## config.mk

```make
export PLATFORM = sky130hd
export DESIGN_NAME = c_one_hot_serializer_flat
export DESIGN_NICKNAME = d
export VERILOG_FILES = /design/src/rtl/c_one_hot_serializer_if.sv /design/src/rtl/c_one_hot_serializer.sv /design/src/flat_wrapper.sv
export SDC_FILE = /design/constraint.sdc
export NUM_CORES = 1
export LEC_CHECK = 0
export BUFFER_PORTS_ARGS = -buffer_cell sky130_fd_sc_hd__buf_2
export CAP_MARGIN = 40
export CORE_MARGIN = 2
export CORE_UTILIZATION = 41
export CTS_CLUSTER_DIAMETER = 60
export CTS_CLUSTER_SIZE = 28
export DETAILED_ROUTE_END_ITERATION = 16
export PLACE_DENSITY = 0.78
export SLEW_MARGIN = 20
export SYNTH_ARGS = -nofsm -noshare
export SYNTH_HDL_FRONTEND = slang
export SYNTH_SLANG_ARGS = --single-unit
```

## constraint.sdc

```tcl
create_clock -name clk -period 1.6 [get_ports clk]
set_input_delay 0.32 -clock clk [delete_from_list [all_inputs] [get_ports clk]]
set_output_delay 0.32 -clock clk [all_outputs]
set_load 0.01 [all_outputs]
```

## src/rtl/c_one_hot_serializer_if.sv

```systemverilog
// Handshake bundle for the one-hot serializer: multi-hot vector in, one-hot beats out.
// master drives the request side and consumes beats; slave is the serializer.
interface c_one_hot_serializer_if #(
    parameter int unsigned width = 8
);
    localparam int unsigned idx_width = (width > 1) ? $clog2(width) : 1;

    logic                 in_valid;
    logic                 in_ready;
    logic [0:width-1]     in_data;
    logic                 out_valid;
    logic                 out_ready;
    logic [0:width-1]     out_data;
    logic [idx_width-1:0] out_index;
    logic                 out_last;

    modport master (
        output in_valid, in_data, out_ready,
        input  in_ready, out_valid, out_data, out_index, out_last
    );

    modport slave (
        input  in_valid, in_data, out_ready,
        output in_ready, out_valid, out_data, out_index, out_last
    );
endinterface

```

## src/rtl/c_one_hot_serializer.sv

```systemverilog
// Drains a multi-hot vector as one-hot beats, lowest index first, one beat per cycle.
// Beat outputs are decoded from the registered residual; the final beat can overlap the next load.
module c_one_hot_serializer #(
    parameter int unsigned width = 8
) (
    input  logic                    clk,
    input  logic                    reset,
    c_one_hot_serializer_if.slave   bus,
    output logic                    busy
);
    localparam int unsigned idx_width = (width > 1) ? $clog2(width) : 1;

    typedef enum logic {
        IDLE  = 1'b0,
        DRAIN = 1'b1
    } state_t;

    state_t               state;
    logic [0:width-1]     residual;
    logic [0:width-1]     first_hot;
    logic [0:width-1]     rest;
    logic [idx_width-1:0] first_idx;
    logic                 draining;
    logic                 accept;
    logic                 xfer;

    // Lowest-index set bit of the residual; scanning downward lets the last hit win.
    always_comb begin
        first_hot = '0;
        first_idx = '0;
        for (int i = int'(width) - 1; i >= 0; i--) begin
            if (residual[i]) begin
                first_hot    = '0;
                first_hot[i] = 1'b1;
                first_idx    = idx_width'(i);
            end
        end
        rest = residual & ~first_hot;
    end

    always_comb begin
        draining      = (state == DRAIN);
        bus.out_valid = draining;
        bus.out_data  = draining ? first_hot : '0;
        bus.out_index = draining ? first_idx : '0;
        bus.out_last  = draining && (rest == '0);
        bus.in_ready  = !draining || (bus.out_ready && bus.out_last);
        accept        = bus.in_valid && bus.in_ready;
        xfer          = draining && bus.out_ready;
    end

    assign busy = (state == DRAIN);

    // A nonzero load takes priority; it can only coincide with the final beat transferring.
    always_ff @(posedge clk) begin
        if (reset) begin
            state    <= IDLE;
            residual <= '0;
        end else if (accept && (bus.in_data != '0)) begin
            state    <= DRAIN;
            residual <= bus.in_data;
        end else if (xfer) begin
            residual <= rest;
            if (rest == '0) begin
                state <= IDLE;
            end
        end
    end
endmodule
```

## src/flat_wrapper.sv

```systemverilog
// flat-port wrapper written by rule: the top's interface ports become plain ports
module c_one_hot_serializer_flat 
#(
    parameter int unsigned width = 8
)
  (clk, reset, busy, bus_in_valid, bus_in_data, bus_out_ready, bus_in_ready, bus_out_valid, bus_out_data, bus_out_index, bus_out_last);
  c_one_hot_serializer_if #(.width(width)) bus_i ();
  input  logic clk;
  input  logic reset;
  output logic busy;
  input wire logic [$bits(bus_i.in_valid)-1:0] bus_in_valid;
  input wire logic [$bits(bus_i.in_data)-1:0] bus_in_data;
  input wire logic [$bits(bus_i.out_ready)-1:0] bus_out_ready;
  output wire logic [$bits(bus_i.in_ready)-1:0] bus_in_ready;
  output wire logic [$bits(bus_i.out_valid)-1:0] bus_out_valid;
  output wire logic [$bits(bus_i.out_data)-1:0] bus_out_data;
  output wire logic [$bits(bus_i.out_index)-1:0] bus_out_index;
  output wire logic [$bits(bus_i.out_last)-1:0] bus_out_last;
  assign bus_i.in_valid = bus_in_valid;
  assign bus_i.in_data = bus_in_data;
  assign bus_i.out_ready = bus_out_ready;
  assign bus_in_ready = bus_i.in_ready;
  assign bus_out_valid = bus_i.out_valid;
  assign bus_out_data = bus_i.out_data;
  assign bus_out_index = bus_i.out_index;
  assign bus_out_last = bus_i.out_last;
  c_one_hot_serializer #(.width(width)) u_core (.clk(clk), .reset(reset), .bus(bus_i), .busy(busy));
endmodule
```

==> results.cfg, run 1 <==
[global_routing]
grt_pass1_wl_um = 3077
antenna_found_initial = 0
grt_max_degree = 9
grt.overflow.total = 0
first_global_vias = 711
track_usage_pct = 21.55

[detailed_routing]
wl_per_cell_um = 14.94
via_count = 798
drtIter0Drc = 23
drc_errors = 0
vias_per_cell = 5.825
dr.pass1.iters = 4
routed_wl_um = 2047
postRouteAntennaNets = 0

[worst_setup_path]
r2r_slack_ns = -0.22
cp_data_arrival_time_ns = 1.61
crit_required_ns = 1.28
critPathMaxFanout = 6
path_delay_family = simple AND/OR/NAND/NOR gates
cp_slowest_stage_delay_ns = 0.43
critPathLaunchType = flop
critical_path_class = reg2out
path_buf_inv = 1
crit_path_cell_trace = or3b_4 > nor3_4 > and4_1 > buf_2
critPathSlowestCell = or3b_4
critPathCaptureType = output pin

[synthesis]
synth-seq-cells = 9
syn_area_per_cell_sq_um = 8.325
netlist_area_sq_um = 649.4
synth_edf_count = 0
synthesis.nets = 90
syn_inst = 78
yosysWarnings = 0
yosysUniqueCellTypes = 32
async_flop_share_pct = 0
synth_flop_cell = dfxtp_1
ys_seq_area_share_pct = 27.75

[floorplanning]
dieWidth_um = 43.80
die_h_um = 43.80
rows = 14
dieArea_sq_um = 1918
start_util_pct = 43.61
boundaryPins = 27
fp.coreArea_sq_um = 1489

[timing]
rsz0062_at_grt = yes
hold_violations = 0
fin_crit_ns = 1.933
fin_skew_ns = 0.003775
hold_slack_ns = 0.2620
tightestPinTransition_ns = 0.3138
period_share_pct = 120.8
max_clock_freq_mhz = 517.3
final-setup-viol-count = 15
setup_ws_ns = -0.3331
slew_headroom_pct = 79.06
slew_viol_final = 0

[power]
cellLeakagePower_nw = 0.4476
p_sw_share_pct = 33.98
p_seq_share_pct = 37.4
pwr-share-clk_pct = 24.1
vdd_ir_drop_max_uv = 515.8
power_density_nw_per_um2 = 725.7
p_total_uw = 727.3
p_int_uw = 480.2
netSwitchingPower_uw = 247.1
combPwrFrac_pct = 38.5

[finish]
nFillCells = 128
area_growth_pct = 54.34
finalInstanceArea_sq_um = 1002
drive_above_1_share_pct = 60.33
layout.nets = 134
antenna-diode-count = 0

[job]
cap_violations = 0

[clock_tree]
cts_num_sinks = 9
cts_buffers = 3
clk_path_buf_depth = 2
holdBufCountCts = 0
htreeDepth = 1
root_buffer = clkbuf_4
tritoncts = yes
path_clk_slew_ns = 0.06
clock_latency_ns = 0.26

[place]
dpl_cell_area_sq_um = 843.3
dp_slack_ns = -0.1078
dp.final_hpwl_um = 1321
globalplace.congestion = 0.9107
portBuffers = 26

[outcome]
status = finished with violations
violations = negative setup slack

[worst_hold_path]
hold_class = in2reg
[worst reg2reg max path, delay by kind of cell (launching register included)]
kind / cells / cell delay, ns
buf+inv: 3 / 0.35
compound gates: 2 / 0.26
simple gates: 3 / 0.73
flops: 1 / 0.36
[registers in the layout, summed over array words and instances, names as in the netlist]
signal                cells
u_core.bus.out_valid      1
u_core.residual           8
[synth_stat cells, types with 3 or more instances]
| master | n | area [sq um] |
|---|---|---|
| a211oi_1 | 4 | 30.03 |
| nand2_1 | 3 | 11.26 |
| buf_4 | 3 | 22.52 |
| a21oi_1 | 7 | 35.03 |
| o2bb2ai_1 | 7 | 61.31 |
| inv_1 | 5 | 18.77 |
| nor2_1 | 6 | 22.52 |
| dfxtp_1 | 9 | 180.2 |
| o21ai_0 | 6 | 30.03 |
[cell type report]
type	count	area, sq um	area share (%)
flip-flops and latches	9	200.2	19.98
inverters	5	21.27	2.122
multi-input cells	59	457.9	45.69
well taps	16	20.02	1.998
clock buffers	4	26.28	2.622
repair buffers	44	276.5	27.59
[cells by family after synthesis]
family,synth area share [%]
and+or+nand+nor,25.82
buffers and inverters,10.21
AOI/OAI and AO/OA,36.22
DFF,27.75
[worst paths after layout]
path,startpoint,cells after the start,to
setup / recovery,u_core.residual[1],4,bus_out_data[0]
hold / removal,reset,2,u_core.bus.out_valid
setup reg to reg,u_core.residual[1],8,u_core.residual[6]
hold reg to reg,u_core.residual[7],2,u_core.residual[7]
[through the flow]
step	TNS, ns	cells	utilization, %
floorplan	0	78	-
global placement	-0.08302	127	56.64
detailed placement	-0.2980	127	56.64
CTS	-2.916	136	63.95
global route	-3.712	137	67.31
finish	-3.008	137	67.31
[power by group through the flow]
stage                     Clock [mW]  Combinational (mW)  Sequential [mW]
final                          0.176               0.280            0.272
after global routing           0.184               0.302            0.272
after CTS                      0.180               0.250            0.263
after detailed placement           0               0.217            0.267
after global placement             0               0.212            0.266
after floorplan                    0               0.138            0.265
[metal layers]
layer | global-route usage [%] | share of wire (%)
met1 | 24.62 | 41
met2 | 38.24 | 51
met3 | 1.667 | 5.1
met4 | 13.33 | 2.1
met5 | 0 | 0
[layout by cell type (no fill, tap or decap), types with 2 or more instances in the layout]
| master | n |
|---|---|
| or4_1 | 2 |
| inv_1 | 4 |
| buf_6 | 3 |
| dfxtp_2 | 4 |
| dfxtp_4 | 4 |
| o2bb2ai_1 | 7 |
| nand2_1 | 3 |
| buf_4 | 15 |
| o21ai_0 | 2 |
| and2_1 | 2 |
| clkbuf_4 | 3 |
| buf_2 | 26 |
| o21ai_2 | 5 |
| nor3b_1 | 2 |
| a211oi_1 | 3 |
| nor2_1 | 5 |
| a21oi_1 | 6 |
[timing repair]
item	CTS	global route
setup buffers	5	1
setup endpoints to repair	18	19
gates resized for setup	20	12
pin swaps	9	4
Note: power is estimated with default switching activity, not from simulation.
==> run 2, diff against run 1 <==
==> constraint.sdc (replaced) <==
create_clock -name clk -period 1.6 [get_ports clk]
set_input_delay 0.08 -clock clk [delete_from_list [all_inputs] [get_ports clk]]
set_output_delay 0.08 -clock clk [all_outputs]
set_load 0.01 [all_outputs]
==> run 2 against run 1 <==
Against the previous run:
- the run still ends with negative setup slack left
- routed wire length is 15% lower
- sequential power is 1% lower
- die area stayed put
- worst setup slack better by 0.28 ns
- worst hold slack worse by 0.23 ns
- via count is 4.1% lower
- core utilization is 4.5 points lower
- critical path type unchanged
- critical endpoint is now bus_out_data[2]
- highest routed layer unchanged
==> results.cfg, run 2 (synthesis gave the netlist of run 1 again) <==
[clock_tree]
tritoncts = yes
holdBufCountCts = 0
clk_path_buf_depth = 2
path_clk_slew_ns = 0.06
clock_latency_ns = 0.26
htreeDepth = 1
cts_buffers = 3
root_buffer = clkbuf_4
cts_num_sinks = 9

[outcome]
status = finished with violations
violations = negative setup slack

[timing]
fin_skew_ns = 0.0009970
max_clock_freq_mhz = 605.3
slew_headroom_pct = 82.27
final-setup-viol-count = 5
slew_viol_final = 0
setup_tns_ns = -0.1367
rsz0062_at_grt = yes
setup_ws_ns = -0.05195
fin_crit_ns = 1.652
hold_violations = 0
tightestPinTransition_ns = 0.2635
period_share_pct = 103.2

[finish]
largest-register = u_core.residual
final_common_cell = buf_2
finalInstanceArea_sq_um = 935.9
area_growth_pct = 44.12
most-common-layout-cells = buf_2, buf_4, a21oi_1, o2bb2ai_1, nor2_1
post-route-util_pct = 62.86
nFillCells = 117
layout.nets = 128
drive_above_1_share_pct = 51.30
largest_reg_flops = 8
antenna-diode-count = 0

[power]
vdd_ir_drop_max_uv = 586.7
power_density_nw_per_um2 = 732.8
p_total_uw = 685.8
pwr-share-clk_pct = 25.2
cellLeakagePower_nw = 0.4259
p_sw_share_pct = 33.41
netSwitchingPower_uw = 229.2
p_int_uw = 456.6
combPwrFrac_pct = 35.7
p_seq_share_pct = 39.1

[detailed_routing]
wl_per_cell_um = 13.31
via_count = 765
vias_per_cell = 5.840
postRouteAntennaNets = 0
drtIter0Drc = 23
routed_wl_um = 1744
dr.pass1.iters = 4
drc_errors = 0

[floorplanning]
dieWidth_um = 43.80
rows = 14
die_h_um = 43.80
boundaryPins = 27
start_util_pct = 43.61
fp.coreArea_sq_um = 1489
dieArea_sq_um = 1918

[place]
globalplace.congestion = 0.8181
dpl_cell_area_sq_um = 797.0
dp_slack_ns = 0.01710
portBuffers = 26
dp.final_hpwl_um = 1213

[worst_setup_path]
critPathMaxFanout = 6
crit_required_ns = 1.52
critPathLaunchType = flop
critical_path_class = reg2out
cp_data_arrival_time_ns = 1.57
critPathCaptureType = output pin

[global_routing]
grt_max_degree = 9
first_global_vias = 641
track_usage_pct = 18.72
antenna_found_initial = 0
grt_pass1_wl_um = 2677
grt.overflow.total = 0

[worst_hold_path]
hold_class = in2reg

[job]
cap_violations = 0
run 2: changes by cell type in the layout (fill, tap and decap cells not counted), sizes merged:
cell	previous run	this run
buf	44	38
run 2: stage by stage:
stage,hold WS (ns),cells
after detailed placement,0.2991,121
after global routing,0.03276,131
after floorplan,0.1491,78
after global placement,0.2936,121
final,0.03409,131
after CTS,0.01819,130
run 2: layer usage:
layer  wire length [um]  global-route usage (%)  vias up
met4                 41                   12.73        0
li1                   -                       -      377
met3                 95                   1.667        4
met2                880                   30.59       33
met5                  0                       0        -
met1                726                   23.04      351
run 2: worst paths after layout:
path,start,to,slack (ns),depth (start not counted)
min,bus_in_data[2],u_core.residual[5],0.03,2
max,u_core.residual[1],bus_out_data[2],-0.05,4
min reg2reg,u_core.residual[6],u_core.residual[6],0.51,2
max reg2reg,u_core.residual[1],u_core.residual[6],-0.02,7
run 2: layout make-up:
cell class              count  area, sq um  share of cell area, %
clock buffers               4        26.28                  2.807
inverters                   5        18.77                  2.005
well taps                  16        20.02                  2.139
flip-flops and latches      9        191.4                  20.45
repair buffers             38        224.0                  23.93
multi-input cells          59        455.4                  48.66
run 2: power by group through the flow:
stage	Sequential (mW)	Combinational [mW]	Clock [mW]
6_report	0.268	0.245	0.173
3_3_place_gp	0.269	0.190	0
4_1_cts	0.264	0.223	0.177
2_1_floorplan	0.265	0.137	0
3_5_place_dp	0.271	0.193	0
5_1_grt	0.271	0.266	0.194
run 2: repair_timing:
action,CTS,global route
gates cloned,0,0
resized for setup,12,11
endpoints found under the hold margin,0,0
setup buffers,5,1
pin swaps,5,3
endpoints found under the setup margin,7,16
run 2: worst max-delay path, stage by stage, from the launching register on:
cell and delay (ns):
dfxtp_4 0.35, or3b_4 0.41, nor3_4 0.20, and3b_1 0.20
buf_2 0.14
